`config.mk`:
```
export PLATFORM = sky130hd
export DESIGN_NAME = ex_mem_stage_flat
export DESIGN_NICKNAME = d
export VERILOG_FILES = /design/src/rtl/riscv_pkg.sv /design/src/rtl/ex_mem_stage_if.sv /design/src/rtl/branch_cond.sv /design/src/rtl/ex_mem_stage.sv /design/src/flat_wrapper.sv
export SDC_FILE = /design/constraint.sdc
export NUM_CORES = 1
export LEC_CHECK = 0
export ABC_AREA = 1
export BUFFER_PORTS_ARGS = -buffer_cell sky130_fd_sc_hd__buf_2
export CORE_AREA = 2 2 175 177
export DETAILED_ROUTE_END_ITERATION = 10
export DIE_AREA = 0 0 177 179
export GPL_ROUTABILITY_DRIVEN = 0
export PLACE_DENSITY_LB_ADDON = 0.12
export SLEW_MARGIN = 20
export SYNTH_ARGS = -nofsm -noshare
export SYNTH_HDL_FRONTEND = slang
export SYNTH_HIERARCHICAL = 1
export SYNTH_SLANG_ARGS = --single-unit
```
`constraint.sdc`:
```
create_clock -name clk -period 1.6 [get_ports clk]
set_input_delay 0.32 -clock clk [delete_from_list [all_inputs] [get_ports clk]]
set_output_delay 0.32 -clock clk [all_outputs]
set_load 0.005 [all_outputs]
```
`src/rtl/riscv_pkg.sv`:
```
// Shared RISC-V definitions: widths, branch funct3 encodings, EX/MEM FSM states,
// ALU control codes and the registered EX/MEM payload.
package riscv_pkg;

  localparam int unsigned XLEN  = 32;
  localparam int unsigned REG_W = 5;
  localparam int unsigned F3_W  = 3;

  localparam logic [F3_W-1:0] F3_BEQ  = 3'b000;
  localparam logic [F3_W-1:0] F3_BNE  = 3'b001;
  localparam logic [F3_W-1:0] F3_BLT  = 3'b100;
  localparam logic [F3_W-1:0] F3_BGE  = 3'b101;
  localparam logic [F3_W-1:0] F3_BLTU = 3'b110;
  localparam logic [F3_W-1:0] F3_BGEU = 3'b111;

  typedef enum logic {
    ST_RUN    = 1'b0,
    ST_SHADOW = 1'b1
  } exmem_state_e;

  typedef enum logic [3:0] {
    ALU_ADD  = 4'd0,
    ALU_SUB  = 4'd1,
    ALU_AND  = 4'd2,
    ALU_OR   = 4'd3,
    ALU_XOR  = 4'd4,
    ALU_SLL  = 4'd5,
    ALU_SRL  = 4'd6,
    ALU_SRA  = 4'd7,
    ALU_SLT  = 4'd8,
    ALU_SLTU = 4'd9
  } alu_ctrl_e;

  typedef struct packed {
    logic [XLEN-1:0]  result;
    logic [XLEN-1:0]  rs2_data;
    logic [REG_W-1:0] rd;
    logic [F3_W-1:0]  funct3;
    logic             reg_write;
    logic             mem_read;
    logic             mem_write;
  } mem_payload_t;

endpackage

```
`src/rtl/ex_mem_stage_if.sv`:
```
// EX->MEM pipeline bus: upstream beat + handshake, downstream register and redirect.
interface ex_mem_stage_if;
  import riscv_pkg::*;

  logic             ex_valid;
  logic             ex_ready;
  logic [XLEN-1:0]  alu_result;
  logic             z_flag;
  logic             n_flag;
  logic             c_flag;
  logic             o_flag;
  logic [XLEN-1:0]  ex_pc;
  logic [XLEN-1:0]  ex_imm;
  logic [XLEN-1:0]  ex_rs2_data;
  logic [F3_W-1:0]  ex_funct3;
  logic             ex_is_branch;
  logic             ex_is_jal;
  logic             ex_is_jalr;
  logic [REG_W-1:0] ex_rd;
  logic             ex_reg_write;
  logic             ex_mem_read;
  logic             ex_mem_write;
  logic             flush;
  logic             mem_ready;
  logic             mem_valid;
  logic [XLEN-1:0]  mem_result;
  logic [XLEN-1:0]  mem_rs2_data;
  logic [REG_W-1:0] mem_rd;
  logic [F3_W-1:0]  mem_funct3;
  logic             mem_reg_write;
  logic             mem_mem_read;
  logic             mem_mem_write;
  logic             redirect_valid;
  logic [XLEN-1:0]  redirect_pc;

  modport master (
    output ex_valid, alu_result, z_flag, n_flag, c_flag, o_flag, ex_pc, ex_imm,
           ex_rs2_data, ex_funct3, ex_is_branch, ex_is_jal, ex_is_jalr, ex_rd,
           ex_reg_write, ex_mem_read, ex_mem_write, flush, mem_ready,
    input  ex_ready, mem_valid, mem_result, mem_rs2_data, mem_rd, mem_funct3,
           mem_reg_write, mem_mem_read, mem_mem_write, redirect_valid, redirect_pc
  );

  modport slave (
    input  ex_valid, alu_result, z_flag, n_flag, c_flag, o_flag, ex_pc, ex_imm,
           ex_rs2_data, ex_funct3, ex_is_branch, ex_is_jal, ex_is_jalr, ex_rd,
           ex_reg_write, ex_mem_read, ex_mem_write, flush, mem_ready,
    output ex_ready, mem_valid, mem_result, mem_rs2_data, mem_rd, mem_funct3,
           mem_reg_write, mem_mem_read, mem_mem_write, redirect_valid, redirect_pc
  );

endinterface

```
`src/rtl/branch_cond.sv`:
```
// Combinational branch-condition evaluation from ALU flags (C=1 means no borrow).
module branch_cond
  import riscv_pkg::*;
(
  input  logic [F3_W-1:0] funct3,
  input  logic            z_flag,
  input  logic            n_flag,
  input  logic            c_flag,
  input  logic            o_flag,
  output logic            cond_c
);

  // Decode funct3 to a taken condition; reserved encodings never take
  always_comb begin
    cond_c = 1'b0;
    case (funct3)
      F3_BEQ:  cond_c = z_flag;
      F3_BNE:  cond_c = !z_flag;
      F3_BLT:  cond_c = n_flag ^ o_flag;
      F3_BGE:  cond_c = !(n_flag ^ o_flag);
      F3_BLTU: cond_c = !c_flag;
      F3_BGEU: cond_c = c_flag;
      default: cond_c = 1'b0;
    endcase
  end

endmodule

```
`src/rtl/ex_mem_stage.sv`:
```
// EX/MEM pipeline register with branch resolution and one-cycle redirect.
// Optional feature: define EXMEM_BRANCH_STATS_EN to add branch_count/taken_count.
module ex_mem_stage
  import riscv_pkg::*;
(
  input  logic           clk,
  input  logic           rst_n,
  ex_mem_stage_if.slave  bus
`ifdef EXMEM_BRANCH_STATS_EN
  ,
  output logic [XLEN-1:0] branch_count,
  output logic [XLEN-1:0] taken_count
`endif
);

  exmem_state_e    state;
  exmem_state_e    state_next;
  logic            cond_c;
  logic            taken_c;
  logic            capture_c;
  logic            redirect_next;
  logic            mem_valid_next;
  logic [XLEN-1:0] target_c;
  mem_payload_t    pay_c;
  mem_payload_t    pay_q;
  logic            mem_valid_q;
  logic            redirect_valid_q;
  logic [XLEN-1:0] redirect_pc_q;

  branch_cond u_branch_cond (
    .funct3 (bus.ex_funct3),
    .z_flag (bus.z_flag),
    .n_flag (bus.n_flag),
    .c_flag (bus.c_flag),
    .o_flag (bus.o_flag),
    .cond_c (cond_c)
  );

  assign taken_c  = bus.ex_is_jal | bus.ex_is_jalr | (bus.ex_is_branch & cond_c);
  assign target_c = bus.ex_is_jalr ? (bus.alu_result & XLEN'(32'hFFFF_FFFE))
                                   : XLEN'(bus.ex_pc + bus.ex_imm);

  // The shadow cycle swallows the wrong-path beat, so upstream is never stalled then
  assign bus.ex_ready = (state == ST_SHADOW) | !mem_valid_q | bus.mem_ready;

  assign pay_c.result    = (bus.ex_is_jal | bus.ex_is_jalr) ? XLEN'(bus.ex_pc + XLEN'(4))
                                                            : bus.alu_result;
  assign pay_c.rs2_data  = bus.ex_rs2_data;
  assign pay_c.rd        = bus.ex_rd;
  assign pay_c.funct3    = bus.ex_funct3;
  assign pay_c.reg_write = bus.ex_reg_write;
  assign pay_c.mem_read  = bus.ex_mem_read;
  assign pay_c.mem_write = bus.ex_mem_write;

  // FSM state register
  always_ff @(posedge clk or negedge rst_n) begin
    if (!rst_n) state <= ST_RUN;
    else        state <= state_next;
  end

  // Next state, capture and redirect decision; flush overrides everything
  always_comb begin
    state_next     = state;
    capture_c      = 1'b0;
    redirect_next  = 1'b0;
    mem_valid_next = mem_valid_q;
    unique case (state)
      ST_RUN: begin
        capture_c = bus.ex_valid & bus.ex_ready;
        if (capture_c && taken_c) begin
          redirect_next = 1'b1;
          state_next    = ST_SHADOW;
        end
      end
      ST_SHADOW: state_next = ST_RUN;
      default:   state_next = ST_RUN;
    endcase
    if (capture_c)          mem_valid_next = 1'b1;
    else if (bus.mem_ready) mem_valid_next = 1'b0;
    if (bus.flush) begin
      state_next     = ST_RUN;
      capture_c      = 1'b0;
      redirect_next  = 1'b0;
      mem_valid_next = 1'b0;
    end
  end

  // Pipeline register and redirect pulse
  always_ff @(posedge clk or negedge rst_n) begin
    if (!rst_n) begin
      mem_valid_q      <= 1'b0;
      pay_q            <= '0;
      redirect_valid_q <= 1'b0;
      redirect_pc_q    <= '0;
    end else begin
      mem_valid_q      <= mem_valid_next;
      redirect_valid_q <= redirect_next;
      if (capture_c)     pay_q         <= pay_c;
      if (redirect_next) redirect_pc_q <= target_c;
    end
  end

  assign bus.mem_valid      = mem_valid_q;
  assign bus.mem_result     = pay_q.result;
  assign bus.mem_rs2_data   = pay_q.rs2_data;
  assign bus.mem_rd         = pay_q.rd;
  assign bus.mem_funct3     = pay_q.funct3;
  assign bus.mem_reg_write  = pay_q.reg_write;
  assign bus.mem_mem_read   = pay_q.mem_read;
  assign bus.mem_mem_write  = pay_q.mem_write;
  assign bus.redirect_valid = redirect_valid_q;
  assign bus.redirect_pc    = redirect_pc_q;

`ifdef EXMEM_BRANCH_STATS_EN
  // Branch statistics, free-running and wrapping
  always_ff @(posedge clk or negedge rst_n) begin
    if (!rst_n) begin
      branch_count <= '0;
      taken_count  <= '0;
    end else begin
      if (capture_c && bus.ex_is_branch) branch_count <= XLEN'(branch_count + XLEN'(1));
      if (redirect_next)                 taken_count  <= XLEN'(taken_count + XLEN'(1));
    end
  end
`endif

endmodule

```
`src/flat_wrapper.sv`:
```
// flat-port wrapper written by rule: the top's interface ports become plain ports
module ex_mem_stage_flat import riscv_pkg::*;
  (clk, rst_n, bus_ex_valid, bus_alu_result, bus_z_flag, bus_n_flag, bus_c_flag, bus_o_flag, bus_ex_pc, bus_ex_imm, bus_ex_rs2_data, bus_ex_funct3, bus_ex_is_branch, bus_ex_is_jal, bus_ex_is_jalr, bus_ex_rd, bus_ex_reg_write, bus_ex_mem_read, bus_ex_mem_write, bus_flush, bus_mem_ready, bus_ex_ready, bus_mem_valid, bus_mem_result, bus_mem_rs2_data, bus_mem_rd, bus_mem_funct3, bus_mem_reg_write, bus_mem_mem_read, bus_mem_mem_write, bus_redirect_valid, bus_redirect_pc);
  ex_mem_stage_if bus_i ();
  input  logic clk;
  input  logic rst_n;
  input wire logic [$bits(bus_i.ex_valid)-1:0] bus_ex_valid;
  input wire logic [$bits(bus_i.alu_result)-1:0] bus_alu_result;
  input wire logic [$bits(bus_i.z_flag)-1:0] bus_z_flag;
  input wire logic [$bits(bus_i.n_flag)-1:0] bus_n_flag;
  input wire logic [$bits(bus_i.c_flag)-1:0] bus_c_flag;
  input wire logic [$bits(bus_i.o_flag)-1:0] bus_o_flag;
  input wire logic [$bits(bus_i.ex_pc)-1:0] bus_ex_pc;
  input wire logic [$bits(bus_i.ex_imm)-1:0] bus_ex_imm;
  input wire logic [$bits(bus_i.ex_rs2_data)-1:0] bus_ex_rs2_data;
  input wire logic [$bits(bus_i.ex_funct3)-1:0] bus_ex_funct3;
  input wire logic [$bits(bus_i.ex_is_branch)-1:0] bus_ex_is_branch;
  input wire logic [$bits(bus_i.ex_is_jal)-1:0] bus_ex_is_jal;
  input wire logic [$bits(bus_i.ex_is_jalr)-1:0] bus_ex_is_jalr;
  input wire logic [$bits(bus_i.ex_rd)-1:0] bus_ex_rd;
  input wire logic [$bits(bus_i.ex_reg_write)-1:0] bus_ex_reg_write;
  input wire logic [$bits(bus_i.ex_mem_read)-1:0] bus_ex_mem_read;
  input wire logic [$bits(bus_i.ex_mem_write)-1:0] bus_ex_mem_write;
  input wire logic [$bits(bus_i.flush)-1:0] bus_flush;
  input wire logic [$bits(bus_i.mem_ready)-1:0] bus_mem_ready;
  output wire logic [$bits(bus_i.ex_ready)-1:0] bus_ex_ready;
  output wire logic [$bits(bus_i.mem_valid)-1:0] bus_mem_valid;
  output wire logic [$bits(bus_i.mem_result)-1:0] bus_mem_result;
  output wire logic [$bits(bus_i.mem_rs2_data)-1:0] bus_mem_rs2_data;
  output wire logic [$bits(bus_i.mem_rd)-1:0] bus_mem_rd;
  output wire logic [$bits(bus_i.mem_funct3)-1:0] bus_mem_funct3;
  output wire logic [$bits(bus_i.mem_reg_write)-1:0] bus_mem_reg_write;
  output wire logic [$bits(bus_i.mem_mem_read)-1:0] bus_mem_mem_read;
  output wire logic [$bits(bus_i.mem_mem_write)-1:0] bus_mem_mem_write;
  output wire logic [$bits(bus_i.redirect_valid)-1:0] bus_redirect_valid;
  output wire logic [$bits(bus_i.redirect_pc)-1:0] bus_redirect_pc;
  assign bus_i.ex_valid = bus_ex_valid;
  assign bus_i.alu_result = bus_alu_result;
  assign bus_i.z_flag = bus_z_flag;
  assign bus_i.n_flag = bus_n_flag;
  assign bus_i.c_flag = bus_c_flag;
  assign bus_i.o_flag = bus_o_flag;
  assign bus_i.ex_pc = bus_ex_pc;
  assign bus_i.ex_imm = bus_ex_imm;
  assign bus_i.ex_rs2_data = bus_ex_rs2_data;
  assign bus_i.ex_funct3 = bus_ex_funct3;
  assign bus_i.ex_is_branch = bus_ex_is_branch;
  assign bus_i.ex_is_jal = bus_ex_is_jal;
  assign bus_i.ex_is_jalr = bus_ex_is_jalr;
  assign bus_i.ex_rd = bus_ex_rd;
  assign bus_i.ex_reg_write = bus_ex_reg_write;
  assign bus_i.ex_mem_read = bus_ex_mem_read;
  assign bus_i.ex_mem_write = bus_ex_mem_write;
  assign bus_i.flush = bus_flush;
  assign bus_i.mem_ready = bus_mem_ready;
  assign bus_ex_ready = bus_i.ex_ready;
  assign bus_mem_valid = bus_i.mem_valid;
  assign bus_mem_result = bus_i.mem_result;
  assign bus_mem_rs2_data = bus_i.mem_rs2_data;
  assign bus_mem_rd = bus_i.mem_rd;
  assign bus_mem_funct3 = bus_i.mem_funct3;
  assign bus_mem_reg_write = bus_i.mem_reg_write;
  assign bus_mem_mem_read = bus_i.mem_mem_read;
  assign bus_mem_mem_write = bus_i.mem_mem_write;
  assign bus_redirect_valid = bus_i.redirect_valid;
  assign bus_redirect_pc = bus_i.redirect_pc;
  ex_mem_stage u_core (.clk(clk), .rst_n(rst_n), .bus(bus_i));
endmodule
```
==> out/summary.txt, run 1 <==
Worst slew margin = 0.732
H-Tree Depth = 3
Worst path slowest cell = fa_2
worst hold start = bus_flush
Req. time, crit path = 1870 ps
Sink Count = 109
overall power = 9.62 mW
crit-path max cell delay = 380 ps
Synth area leaders = dfrtp_1, nand2_1, inv_1
# DRC = 0
R2R cell count = 9
Worst Hold Slack = 145 ps
CP Launch Type = primary input
Initial Utilization = 0.264
DR iter-0 viols = 615
Max Clk Rate = 619 MHz
status = finished with violations
RSZ-0062 raised after global routing = yes
critical-path maximum fanout = 4
Arr. time, crit path = 1880 ps
Tcrit/Tclk final = 1.01
Tmin final = 1610 ps
I/O pin count = 261
drt wl/cell = 15.9 µm
root buffer cell = clkbuf_16
total track usage = 0.204
Crit Path Class = in -> reg
first drt pass iteration count = 5
Vias/cell = 4.38
IO buf count = 260
first-pass GRT wire length = 48.6 mm
Min-Delay Path Class = in -> reg
HPWL after DPL = 27.1 mm
Die Area = 0.0317 mm²
number of synthesized flops with an enable pin = 0
FF+latch count, synth = 109
Hold EP = u_core/bus.mem_valid
Hold Path Cell Cnt = 2
clk slew on worst S/H paths = 80 ps
Worst Setup Slack post-DPL = -526 ps
worst-margin pin slew = 402 ps
placed cells = 2040
sequential-to-total area share from yosys stat = 0.345
PD cells = 817 mW/mm²
Post-Syn Nets = 1442
Vias = 9027
vias in the first global route = 8715
Max Slew Vio Count = 0
Crit. End Element = register
Die Wd = 177 µm
TritonCTS clock tree = yes
Core Area = 0.0300 mm²
Final Hold Vio Count = 0
aggregate global routing overflow = 0
MaxCap Viol Count = 0
Worst Slack Setup Final = -14.3 ps
drt total wl = 32.7 mm
Distinct cells, synth = 37
failing checks = setup timing
setup violators final = 1
Worst-Skew Late Latency = 370 ps
share of layout cells above drive strength 1 = 0.345
fill count = 3279
Die Height = 179 µm
worst reg2reg path endpoint = u_core/bus.redirect_pc[21]
worst reg-to-reg setup slack = 80 ps
Post-synth top flop = dfrtp_1
largest net degree at the start of global routing = 46
Longest Clk Path Bufs = 2
VDD IR max = 0.427 mV
FP Rows = 64
P&R area growth vs syn = 48.8%
Async S/R FF share, synth = 1.00
post-synth top area cell = dfrtp_1
cells after synthesis = 1258
Final nets = 1843
crit-path most repeated cell = nand2_1
fin util = 0.392
FF-to-FF Start = u_core/bus.mem_valid
Clock Skew = 8.85 ps
CTS Buf Count = 9
fin cells = 2062
Synthesis Warnings = 6
mapped cell area = 0.00791 mm²
antenna-violating nets left = 0
initial antenna violation count = 2
Static Leak = 6.59 nW
top-area cell type share of the netlist area = 0.345
syn avg cell area = 6.29 µm²
critical-path cell list = buf_8, ha_4, fa_2, nand3_2, nand3_4, nand2_1, nand2_1, nand2_1, nand2_2, nand2_2, nand2_1, nand2_1, nand3_2, nand2_1, nand2_1
worst max-delay path, delay by kind of cell:
kind	cells	cell delay [ps]
simple gates	12	900
buf+inv	1	100
fa+ha+maj	2	550
through the flow:
stage,cell area (µm²),setup TNS (ps)
5_1_grt,11800,-633
3_5_place_dp,11000,-15470
3_3_place_gp,11000,-15060
2_1_floorplan,8010,-413
6_report,11800,-14.3
4_1_cts,11400,-0.636
cells in the final DEF, fill, tap and decap left out, types with 6 or more instances in the layout:
cell type	Yosys	layout
o211ai_1	6	6
xor2_1	17	17
clkbuf_16	0	9
buf_4	0	152
nor2_1	106	90
buf_2	12	257
nand4_1	7	7
nor3_1	12	12
nor2_2	7	21
ha_1	32	7
buf_12	0	7
inv_2	8	8
ha_4	0	19
dfrtp_1	109	109
nand3_1	63	50
ha_2	0	6
xnor2_1	6	6
a21oi_1	84	70
nand2_2	7	37
o21ai_0	23	19
inv_1	151	151
nand3_2	2	14
nand2_1	545	511
a21oi_2	0	14
cells in the mapped netlist (6+ instances only):
| master | instances |
|---|---|
| nor2_1 | 106 |
| xnor2_1 | 6 |
| xor2_1 | 17 |
| nand2_1 | 545 |
| nor3_1 | 12 |
| nand2_2 | 7 |
| dfrtp_1 | 109 |
| nand4_1 | 7 |
| nand3_1 | 63 |
| inv_2 | 8 |
| inv_1 | 151 |
| buf_2 | 12 |
| nor2_2 | 7 |
| a21oi_1 | 84 |
| o211ai_1 | 6 |
| ha_1 | 32 |
| clkbuf_1 | 20 |
| o21ai_0 | 23 |
per-layer routing:
layer | wire [µm] | global-route usage
met3 | 2210 | 0.0418
met1 | 15300 | 0.273
met2 | 14700 | 0.333
met4 | 549 | 0.0551
met5 | 13 | 0
layout make-up:
| cell class | count | area (µm²) | share of cell area |
|---|---|---|---|
| timing repair buffer | 423 | 2650 | 0.225 |
| clock buffer | 10 | 229 | 0.0194 |
| multi-input combinational | 955 | 4980 | 0.423 |
| sequential | 109 | 2730 | 0.232 |
| antenna | 2 | 5.00 | 0.000425 |
| clock inverter | 6 | 86.3 | 0.00733 |
| inverter | 161 | 604 | 0.0513 |
| tap | 396 | 495 | 0.0421 |
worst max-delay path by stage:
stage                  from                         end  cells after the start
6_report       bus_ex_pc[0]  u_core/bus.redirect_pc[24]                     15
5_1_grt        bus_ex_pc[6]  u_core/bus.redirect_pc[20]                     15
4_1_cts        bus_ex_pc[0]  u_core/bus.redirect_pc[28]                     13
3_5_place_dp   bus_ex_pc[5]  u_core/bus.redirect_pc[17]                     12
3_3_place_gp   bus_ex_pc[5]  u_core/bus.redirect_pc[17]                     12
2_1_floorplan  bus_ex_pc[0]  u_core/bus.redirect_pc[30]                     14
power breakdown:
part | leakage (nW) | switching, mW | internal [mW]
clock | 0.153 | 1.11 | 1.38
combinational | 5.11 | 1.96 | 1.58
sequential | 1.32 | 0.292 | 3.30
sequential cells by signal, indices dropped and copies added (netlist names), 3 cells and up:
signal                   count
u_core/bus.mem_funct3        3
u_core/bus.mem_result       32
u_core/bus.mem_rs2_data     32
u_core/bus.mem_rd            5
u_core/bus.redirect_pc      32
cells by family (layout without fill, tap and decap cells):
| group | count (synthesis) | in the layout | synth area share |
|---|---|---|---|
| AND/OR/NAND/NOR | 775 | 775 | 0.400 |
| adder cells (fa/ha/maj) | 33 | 33 | 0.0531 |
| buffers and inverters | 194 | 600 | 0.0939 |
| other | 0 | 2 | 0 |
| AO/OA/AOI/OAI | 124 | 124 | 0.0827 |
| flip-flops | 109 | 109 | 0.345 |
| XOR/XNOR | 23 | 23 | 0.0255 |
what timing repair did:
action                                  CTS  global route
endpoints found under the setup margin   13            37
pin swaps                                 6            26
resized for setup                        22            93
hold buffers                              1             0
cloned                                    0             0
hold endpoints to repair                 13             0
setup buffers                             1             2
Power figures use the tool's default switching activity.
==> inputs of run 2 (changes only) <==
ABC_AREA = default   (was 1)
CORE_AREA = 2 2 133 135   (was 2 2 175 177)
DIE_AREA = 0 0 135 137   (was 0 0 177 179)
clock period = 2 ns   (was 1.6 ns; I/O delays follow)
==> out/summary.txt, run 2 <==
first drt pass iteration count = 4
sw frac = 0.325
HPWL after DPL = 17.3 mm
sw power = 2.33 mW
PD cells = 716 mW/mm²
Post-Place Cell Area = 0.00933 mm²
Post-synth top cells = dfrtp_1, nand2_1, a21oi_1
Worst slew margin = 0.693
Final Instance Area = 0.0100 mm²
Initial Utilization = 0.394
Async S/R FF share, synth = 1.00
status = finished with violations
aggregate global routing overflow = 0
worst-margin pin slew = 460 ps
VDD IR max = 0.414 mV
Vias/cell = 4.92
CTS Buf Count = 9
H-Tree Depth = 3
failing checks = setup timing
fill count = 1555
Req. time, crit path = 2230 ps
DR iter-0 viols = 327
placed cells = 1316
Hold Path Cell Cnt = 2
Pint = 4.85 mW
Max Clk Rate = 389 MHz
syn avg cell area = 9.11 µm²
Met1 Wirelength = 9.93 mm
P&R area growth vs syn = 49.2%
TNS Setup = -10030 ps
most frequent cells in the layout = buf_2, buf_4, dfrtp_1, nand2_1, a21oi_1
fin cells = 1347
worst reg2reg path endpoint = u_core/bus.redirect_pc[31]
Tcrit/Tclk final = 1.29
Critical path origin = bus_ex_pc[0]
initial antenna violation count = 1
root buffer cell = clkbuf_16
vias in the first global route = 6200
total track usage = 0.230
Clock Skew = 7.50 ps
commonest non-fill, non-tap cell in the layout = buf_2
RSZ-0062 raised after global routing = yes
mapped cell area = 0.00672 mm²
Final nets = 1300
worst reg-to-reg setup slack = 20 ps
Hold EP = u_core/bus.mem_valid
most common cell in the synthesized netlist = dfrtp_1
Worst-Skew Late Latency = 350 ps
Post-Syn Nets = 921
FF+latch area = 0.00273 mm²
clk slew on worst S/H paths = 70 ps
Min-Delay Path Class = in -> reg
Flop pwr share = 0.404
Sink Count = 109
sequential-to-total area share from yosys stat = 0.406
drt total wl = 21.6 mm
# DRC = 0
metal3 WL = 1.13 mm
FP Rows = 48
DR WL met2 = 10.1 mm
worst hold start = bus_flush
Die Height = 137 µm
clock share of power = 0.240
cells after synthesis = 737
Post-synth top flop = dfrtp_1
R2R cell count = 7
Crit. End Element = register
area of the multi-input gates = 0.00414 mm²
largest net degree at the start of global routing = 109
fin util = 0.588
Die Area = 0.0185 mm²
Distinct cells, synth = 53
IO buf count = 260
first-pass GRT wire length = 32.8 mm
number of synthesized flops with an enable pin = 0
Static Leak = 5.00 nW
Synthesis Warnings = 6
critical-path maximum fanout = 3
Arr. time, crit path = 2810 ps
Die Wd = 135 µm
Synth area leaders = dfrtp_1, mux2_2, a21oi_1
Vias = 6627
antenna-violating nets left = 0
FF-to-FF Start = u_core/bus.redirect_valid
Final Hold Vio Count = 0
combinational share of power = 0.357
setup violators final = 24
Tmin final = 2570 ps
TritonCTS clock tree = yes
post-synth top area cell = dfrtp_1
Crit Path Class = in -> reg
CP Launch Type = primary input
Core Area = 0.0171 mm²
highest metal layer with signal wires = met4
Max Slew Vio Count = 0
FF+latch count, synth = 109
Worst Slack Setup Final = -573 ps
Longest Clk Path Bufs = 2
share of layout cells above drive strength 1 = 0.466
MaxCap Viol Count = 0
Worst Setup Slack post-DPL = -1050 ps
drt wl/cell = 16.0 µm
I/O pin count = 261
top-area cell type share of the netlist area = 0.406
-- run 2: cell count changes after synthesis, moves of 11 or more --
cell	before	now
nand3_1	63	17
mux2i_1	0	12
inv_1	151	11
o21ai_0	23	73
a21o_1	1	13
mux2_2	0	43
clkbuf_1	20	31
xor2_1	17	32
xnor2_1	6	24
and3_1	1	16
nor2_1	106	57
buf_2	12	1
nand2_1	545	87
-- run 2: worst max-delay path, cell delays in order --
cell       delay (ps)
buf_8             100
ha_4              160
fa_2              340
a21o_1            210
a221o_1           390
a31oi_4           190
buf_4             140
buf_6              90
o2111ai_2         120
a31oi_2           200
buf_4             160
o41ai_2            70
xnor2_1           160
o21ai_1            70
-- run 2: power by group through the flow --
stage / registers, mW / clock network, mW / logic, mW
6_report: 2.90 / 1.72 / 2.56
5_1_grt: 2.95 / 1.89 / 2.82
4_1_cts: 2.90 / 1.78 / 2.52
3_3_place_gp: 2.92 / 0 / 2.40
3_5_place_dp: 2.94 / 0 / 2.42
2_1_floorplan: 2.97 / 0 / 1.05
-- run 2: cell type report --
type,instances,share of cell area
clock buffers,10,0.0228
well taps,225,0.0281
diodes,1,0.000250
inverters,11,0.00412
multi-input cells,579,0.413
clock inverters,6,0.00549
flip-flops and latches,109,0.272
repair buffers,406,0.254
-- run 2: per-layer routing --
metal | vias to the layer above | GRT usage
met2 | 206 | 0.380
li1 | 3366 | -
met1 | 3034 | 0.320
met3 | 21 | 0.0278
met5 | - | 0
met4 | 0 | 0.0602
-- run 2: per-stage QoR --
step / hold WS (ps) / power (mW)
floorplan: 104 / 4.02
global placement: 213 / 5.32
detailed placement: 215 / 5.36
CTS: 217 / 7.20
global route: 226 / 7.66
finish: 231 / 7.18
-- run 2: how the worst max path moves through the flow --
stage	to	slack [ps]	depth (start not counted)
after global placement	u_core/bus.redirect_pc[22]	-990	12
after global routing	u_core/bus.redirect_pc[22]	-680	12
after floorplan	u_core/bus.redirect_pc[22]	-730	11
final	u_core/bus.redirect_pc[28]	-570	14
after detailed placement	u_core/bus.redirect_pc[22]	-1050	12
after CTS	u_core/bus.redirect_pc[22]	-620	12
-- run 2: kinds of logic (layout without fill, tap and decap cells) --
| kind of cell | Yosys count | count (layout) | share of synthesized area |
|---|---|---|---|
| multiplexers | 55 | 55 | 0.0900 |
| flip-flops | 109 | 109 | 0.406 |
| buffers and inverters | 49 | 433 | 0.0276 |
| AO/OA/AOI/OAI | 213 | 213 | 0.189 |
| XOR/XNOR | 56 | 56 | 0.0730 |
| AND/OR/NAND/NOR | 222 | 222 | 0.151 |
| adder cells (fa/ha/maj) | 33 | 33 | 0.0626 |
| other | 0 | 1 | 0 |
-- run 2: repair_timing --
action | CTS | global route
pin swaps | 40 | 31
buffers inserted | 9 | 8
hold buffers | 1 | 0
setup endpoints to repair | 27 | 33
endpoints found under the hold margin | 2 | 0
resized for setup | 51 | 25
